### config.mk
export PLATFORM = sky130hd
export DESIGN_NAME = memory_arbiter
export DESIGN_NICKNAME = d
export VERILOG_FILES = /design/src/rtl/cpu_types_pkg.sv /design/src/rtl/memory_arbiter.sv
export SDC_FILE = /design/constraint.sdc
export NUM_CORES = 1
export LEC_CHECK = 0
export ABC_AREA = 1
export CAP_MARGIN = 20
export CORE_AREA = 3 3 102 104
export CTS_CLUSTER_DIAMETER = 200
export DETAILED_ROUTE_END_ITERATION = 12
export DIE_AREA = 0 0 105 107
export GPL_ROUTABILITY_DRIVEN = 1
export HOLD_SLACK_MARGIN = 0.08
export PLACE_DENSITY = 0.66
export SYNTH_ARGS = -nofsm -noshare
export SYNTH_HDL_FRONTEND = slang
export SYNTH_SLANG_ARGS = --single-unit
### constraint.sdc
create_clock -name CLK -period 1.98 [get_ports CLK]
set_input_delay 0.297 -clock CLK [delete_from_list [all_inputs] [get_ports CLK]]
set_output_delay 0.297 -clock CLK [all_outputs]
set_load 0.02 [all_outputs]
### src/rtl/cpu_types_pkg.sv
// cpu_types_pkg: shared processor types.
//   word_t       32-bit machine word
//   ramstate_t   RAM handshake status reported by the RAM model
//   arb_state_t  memory_arbiter FSM state
package cpu_types_pkg;

  typedef logic [31:0] word_t;

  typedef enum logic [1:0] {
    FREE   = 2'd0,
    BUSY   = 2'd1,
    ACCESS = 2'd2,
    ERROR  = 2'd3
  } ramstate_t;

  typedef enum logic [1:0] {
    ARB_IDLE = 2'd0,
    ARB_IGNT = 2'd1,
    ARB_DGNT = 2'd2
  } arb_state_t;

endpackage

### src/rtl/memory_arbiter.sv
// memory_arbiter: shares the single-ported unified RAM between instruction
// fetch and data access. One requester is granted at a time and the grant is
// held until the RAM reports ACCESS. Data wins ties, but after STARVE_LIMIT
// consecutive data grants with a fetch pending the fetch is served.
// Ports:
//   CLK, RST          clock, asynchronous active-high reset
//   halt              datapath halted; blocks new instruction grants
//   iREN/iaddr        instruction read request; iwait/iload response
//   dREN/dWEN/daddr/dstore  data request; dwait/dload response
//   ramREN/ramWEN/ramaddr/ramstore  RAM request; ramload/ramstate response
//   busy              high whenever a grant is active
module memory_arbiter
  import cpu_types_pkg::*;
#(
  parameter int STARVE_LIMIT = 4
) (
  input  logic        CLK,
  input  logic        RST,
  input  logic        halt,
  input  logic        iREN,
  input  logic [31:0] iaddr,
  output logic        iwait,
  output logic [31:0] iload,
  input  logic        dREN,
  input  logic        dWEN,
  input  logic [31:0] daddr,
  input  logic [31:0] dstore,
  output logic        dwait,
  output logic [31:0] dload,
  output logic        ramREN,
  output logic        ramWEN,
  output logic [31:0] ramaddr,
  output logic [31:0] ramstore,
  input  logic [31:0] ramload,
  input  logic [1:0]  ramstate,
  output logic        busy
);

  localparam logic [2:0] LIM = 3'(STARVE_LIMIT);

  arb_state_t state;
  logic [2:0] starve;
  logic       retry;   // one-cycle strobe gap after a RAM ERROR

  logic dreq, ireq;
  assign dreq = dREN | dWEN;
  assign ireq = iREN & ~halt;

  // Byte-offset bits are dropped by the word alignment.
  logic unused_addr_bits;
  assign unused_addr_bits = ^{iaddr[1:0], daddr[1:0]};

  always_ff @(posedge CLK or posedge RST) begin
    if (RST) begin
      state  <= ARB_IDLE;
      starve <= '0;
      retry  <= 1'b0;
    end else begin
      case (state)
        ARB_IDLE: begin
          retry <= 1'b0;
          if (dreq && (!ireq || starve < LIM)) begin
            state <= ARB_DGNT;
            if (!ireq)             starve <= '0;
            else if (starve < LIM) starve <= starve + 3'd1;
          end else if (ireq) begin
            state  <= ARB_IGNT;
            starve <= '0;
          end
        end
        ARB_DGNT: begin
          if (!dreq || ramstate == ACCESS) begin
            state <= ARB_IDLE;
            retry <= 1'b0;
          end else begin
            retry <= (ramstate == ERROR);
          end
        end
        // Uses iREN rather than ireq so a fetch in flight survives halt.
        ARB_IGNT: begin
          if (!iREN || ramstate == ACCESS) begin
            state <= ARB_IDLE;
            retry <= 1'b0;
          end else begin
            retry <= (ramstate == ERROR);
          end
        end
        default: begin
          state <= ARB_IDLE;
          retry <= 1'b0;
        end
      endcase
    end
  end

  // Grant-state outputs follow the live request inputs, so a withdrawn
  // request drops the strobes in the same cycle.
  always_comb begin
    ramREN   = 1'b0;
    ramWEN   = 1'b0;
    ramaddr  = '0;
    ramstore = '0;
    iwait    = 1'b1;
    dwait    = 1'b1;
    iload    = '0;
    dload    = '0;
    case (state)
      ARB_DGNT: begin
        dload = ramload;
        if (!retry) begin
          ramWEN   = dWEN;
          ramREN   = dREN & ~dWEN;
          ramaddr  = {daddr[31:2], 2'b00};
          ramstore = dstore;
        end
        if (dreq && ramstate == ACCESS) dwait = 1'b0;
      end
      ARB_IGNT: begin
        iload = ramload;
        if (!retry && iREN) begin
          ramREN  = 1'b1;
          ramaddr = {iaddr[31:2], 2'b00};
        end
        if (iREN && ramstate == ACCESS) iwait = 1'b0;
      end
      default: ;
    endcase
  end

  assign busy = (state != ARB_IDLE);

endmodule
---- Yosys cells after proc, flatten, opt, wreduce, memory -nomap -nowiden ----
Index checks and enable logic that the tools add are counted.
cells by class
  add/sub/neg operators ................... 1
  order comparisons ....................... 1
  equality and inequality tests ........... 8
  muxes and demuxes ....................... 28
  bitwise logic cells ..................... 5
  reductions and logical operators ........ 16
operators with widths
  kind                                                    number
  two-way mux 32 bit                                      6
  one-hot mux 32 bit (2 select lines)                     1
  two-way mux 3 bit                                       4
  two-way mux 1 bit                                       10
  two-way mux 2 bit                                       4
  == test 2 bit (second input constant)                   3
  one-hot mux 2 bit (3 select lines)                      1
  AND reduction 3 bit                                     2
  logical AND 1 bit                                       4
  zero test 1 bit                                         4
  inequality test 2 bit (second input constant)           2
  one-hot mux 1 bit (2 select lines)                      2
  nonzero test 2 bit                                      2
  adder 3 x 1 -> 3 bit (second input constant)            1
  logical OR 1 bit                                        3
  less-than comparator 3 bit (second input constant)      1
  inequality test 3 x 2 -> 1 bit (second input constant)  1
  inequality test 3 bit (second input constant)           1
  bitwise AND 1 bit                                       2
  == test 2 x 1 -> 1 bit (second input constant)          1
  zero test 2 bit                                         1
  inverter 1 bit                                          2
  bitwise OR 1 bit                                        1
storage, ports and cells
  bits in registers ....................... 6
  input port bits ......................... 136
  output and inout port bits .............. 133
  logic and storage cells ................. 62

---- Depth between registers and ports, before layout ----
Gate-level depths: netlist of the first run.
  depth in word-level cells ............... 7
  gate-level depth with buffers ........... 8
  depth with buffers taken out ............ 7

---- Least setup slack after synthesis of the first run ----
No wires, ideal clock.
  path type ............................... register to output
  start point ............................. register state[0]
  end point ............................... output port ramaddr[12]
  arrival time ............................ 1,457 ps
  data required time ...................... 1,683 ps
  slack ................................... 226 ps
  stages on the path, launching flop included .. 9
  buffers on the path ..................... 2
  cell sequence ........................... dfrtp_1 -> inv_1 -> ha_1 -> buf_4 -> inv_2 -> nor2_4 -> buf_6 -> nand2_1 -> a21oi_1
between the ends
  cells in the longest elaborated chain, start to end .. 2
  elaborated cells between the ends (all ways) .. 3
  classes of those cells .................. 2 x eq/ne; 1 x mux
RTL lines
  what                                                     line                   text
  start: declaration                                       memory_arbiter.sv:41   arb_state_t state;
  start signal: assignment                                 memory_arbiter.sv:55   state <= ARB_IDLE;
  start signal: assignment                                 memory_arbiter.sv:63   state <= ARB_DGNT;
  start signal: assignment                                 memory_arbiter.sv:67   state <= ARB_IGNT;
  == test 2 x 1 -> 1 bit or == test 2 bit (tied branches)  memory_arbiter.sv:107  case (state)
  one-hot mux 32 bit (2 select lines) *                    memory_arbiter.sv:107
  end: declaration                                         memory_arbiter.sv:32   output logic [31:0] ramaddr,
Every way passes the cells marked *; elsewhere a longest branch is shown, timed or not.

---- Worst setup path after layout of the first run ----
  start point ............................. register state[1]
  end point ............................... output port ramaddr[4]
Same word-level chain as after synthesis.

==> flow_summary_export.csv, run 1 <==
group,metric,value,unit
setup_path,cp_cell_sequence,"inv_2 > ha_4 > nand2_4 > nor2_4 > buf_12 > buf_4 > nand2_1 > a21oi_2 > buf_6",
place,placed_area,4504,sq um
finish,fin_util,47.73,%
die,dieArea,11240,sq um
clocking,numCtsBuffers,3,
yosys,synth_area_leaders,"nand2_1 30%, inv_1 24%, dfrtp_1 8.6%, nor2_1 7.5%, a21oi_1 7.5%",
status,violations,"negative setup slack",
power,power.total,4.743,mW
place,io_buffers,262,
clocking,clk-insertion-delay-late,0.22,ns
grt,overflow,0,
finish,finalInstanceArea,4601,sq um
routing,drc,0,
setup_path,cp_max_fo,12,
flow_run,max_cap_viol_count,0,
place,dp_slack,-0.3681,ns
timing,setup_ws,-0.07271,ns
die,die_y,107,microns
timing,hold_viol_final,0,
yosys,syn_inst,371,
clocking,clk_pin_slew,0.04,ns
grt,grt_max_degree,36,
hold_path,hp-class,"input pin to async pin",
yosys,ys_ff_latch,6,
die,coreArea,9639,sq um
timing,period_minus_slack,2.053,ns
timing,fin_crit_sh,103.7,%
routing,wl_per_cell,13.32,microns
yosys,synth_cell_types,19,
power,power.density,1031,nW/um^2
setup_path,required,1.68,ns
timing,setup_viol,20,
setup_path,max_stage_delay,0.43,ns
finish,syn_to_final_growth,164.2,%
grt,antenna_found_initial,0,
yosys,syn_area,1742,sq um
die,die_w,105,microns
grt,grt_pass1_wl,15230,microns
setup_path,path_class,"register to primary output",
setup_path,cp_slowest_cell,"dfrtp_2",
yosys,ys_seq_area_share,8.621,%
yosys,yosysWarnings,0,
clocking,root_buffer,"clkbuf_8",
clocking,cts_tree,"built",
die,rows,36,
grt,grt_usage,16.48,%
finish,num_antenna_cells,0,
setup_path,worstPathArrival,1.76,ns
place,routabilityCongestion,0.7984,
place,place_hpwl,7711,microns
die,initial_core_util,18.07,%
yosys,yosysTopAreaCell,"nand2_1",
clocking,cts.sinks,6,
power,leakage,2.689,nW
routing,drt_iter0_markers,141,
die,ios,269,
setup_path,crit_path_end_kind,"primary output",
setup_path,path_buf_inv,4,
setup_path,cp-start-kind,"register",
timing,timing.final.max_slew_violations,0,
routing,drt_wl_total,10380,microns
setup_path,path_delay_family,"buffers and inverters",
clocking,cts_buffer_depth,2,
finish,nets,788,
clocking,htreeDepth,1,
setup_path,reg2reg_slack,0.52,ns
yosys,yosysTopAreaCellShare,30.17,%
timing,fmax,0.4872,GHz
status,status,"complete, but fails checks",
timing,skew,0.0005701,ns
routing,vias,3143,
routing,post_drt_via_cell_ratio,4.035,
routing,ant_nets,0,
power,peakVddDrop,0.4079,mV
finish,final_layout_size_suffix_gt1_share,32.04,%
timing,rsz0062_at_grt,"true",
routing,drt_pass1_iterations,4,
yosys,synth_area_per_cell,4.695,sq um
grt,first_global_vias,3072,
finish,fill_cells,1021,
timing,tns,-0.4887,ns
metrics by stage:
step / cells / hold slack (ns)
after floorplan: 372 / 0.08796
after global placement: 758 / 0.4810
after detailed placement: 758 / 0.4870
after CTS: 776 / 0.3066
after global routing: 779 / 0.3208
final: 779 / 0.2978
cell usage after synthesis:
| cell | n |
|---|---|
| buf_4 | 4 |
| ha_1 | 4 |
| dfrtp_1 | 6 |
| o21ai_0 | 2 |
| conb_1 | 1 |
| a21oi_1 | 26 |
| nand2_2 | 1 |
| nand2_1 | 140 |
| or2_0 | 1 |
| a21oi_2 | 6 |
| inv_1 | 110 |
| a31oi_1 | 1 |
| nor2_4 | 2 |
| buf_6 | 9 |
| o22ai_1 | 1 |
| nand3_1 | 11 |
| inv_2 | 2 |
| nor2_1 | 35 |
| clkbuf_1 | 9 |
worst register-to-register path: stages, from the launching register on:
cell and delay (ns):
dfrtp_2 0.43, ha_4 0.17, buf_4 0.12, buf_4 0.13
buf_12 0.15, nand3_1 0.10, nand3_1 0.09, nand2_1 0.09
nand2_1 0.06
flip-flops by register name, summed over array words and instances, names as in the netlist:
signal,count
starve,3
state,2
retry,1
per-layer routing:
layer / wire length [microns] / part of all wire, % / up-vias / global-route usage, %
met1: 3860 / 37 / 1384 / 17.92
met2: 5459 / 53 / 167 / 32.17
met3: 982 / 9.5 / 6 / 4.937
met5: 0 / 0 / - / 0
li1: - / - / 1586 / -
met4: 74 / 0.71 / 0 / 1.874
where the power goes:
group / switching (mW) / internal, mW / leakage [nW] / total (mW)
Combinational: 2.48 / 1.89 / 2.59 / 4.37
Clock: 0.0507 / 0.130 / 0.0216 / 0.181
Sequential: 0.0312 / 0.158 / 0.0795 / 0.189
Total: 2.56 / 2.18 / 2.69 / 4.74
final timing paths:
path,start,to,cells past startpoint
max in group asynchronous,RST,state[1],2
min in group CLK,starve[1],starve[1],2
setup reg to reg,state[1],state[1],8
hold reg to reg,starve[1],starve[1],2
setup / recovery,state[1],ramaddr[4],9
hold / removal,RST,starve[0],2
layout make-up:
type	count	area, sq um	area share, %
inverter	112	427.9	9.301
sequential	6	151.4	3.291
tap	133	166.4	3.617
multi-input combinational	232	1190	25.86
clock buffer	3	41.29	0.8975
timing repair buffer	293	2624	57.03
cells by family (layout without fill, tap and decap cells):
family,after synthesis,count (layout),share of synthesized area [%]
compound gates,36,36,11.78
fa+ha+maj,4,4,2.874
simple gates,190,190,42.89
buf+inv,134,408,33.62
other cells,1,2,0.2153
flops,6,6,8.620
layout by cell type, fill, tap and decap left out, types with 9 or more instances in the layout:
cell and instances:
a21oi_2 29, buf_12 9, buf_2 24, buf_4 41
buf_6 14, clkbuf_2 55, clkdlybuf4s15_1 13, clkdlybuf4s50_1 131
inv_1 107, nand2_1 128, nand2_2 11, nand3_1 11
nor2_1 33
repair_timing:
item,CTS,global route
resized for setup,350,208
endpoints found under the hold margin,0,0
buffers inserted,11,3
pin swaps,10,11
setup endpoints to repair,131,65
hold buffers,0,0
gates cloned,4,2
Note: power is estimated with default switching activity, not from simulation.
==> run 2, diff against run 1 <==
--- a/config.mk
+++ b/config.mk
@@ -6,6 +6,7 @@
 export NUM_CORES = 1
 export LEC_CHECK = 0
 export ABC_AREA = 1
+export ABC_CLOCK_PERIOD_IN_PS = 1980
 export CAP_MARGIN = 20
 export CORE_AREA = 3 3 102 104
 export CTS_CLUSTER_DIAMETER = 200
==> results of run 2 <==
Final layout, timing and power as in run 1 (identical DEF).
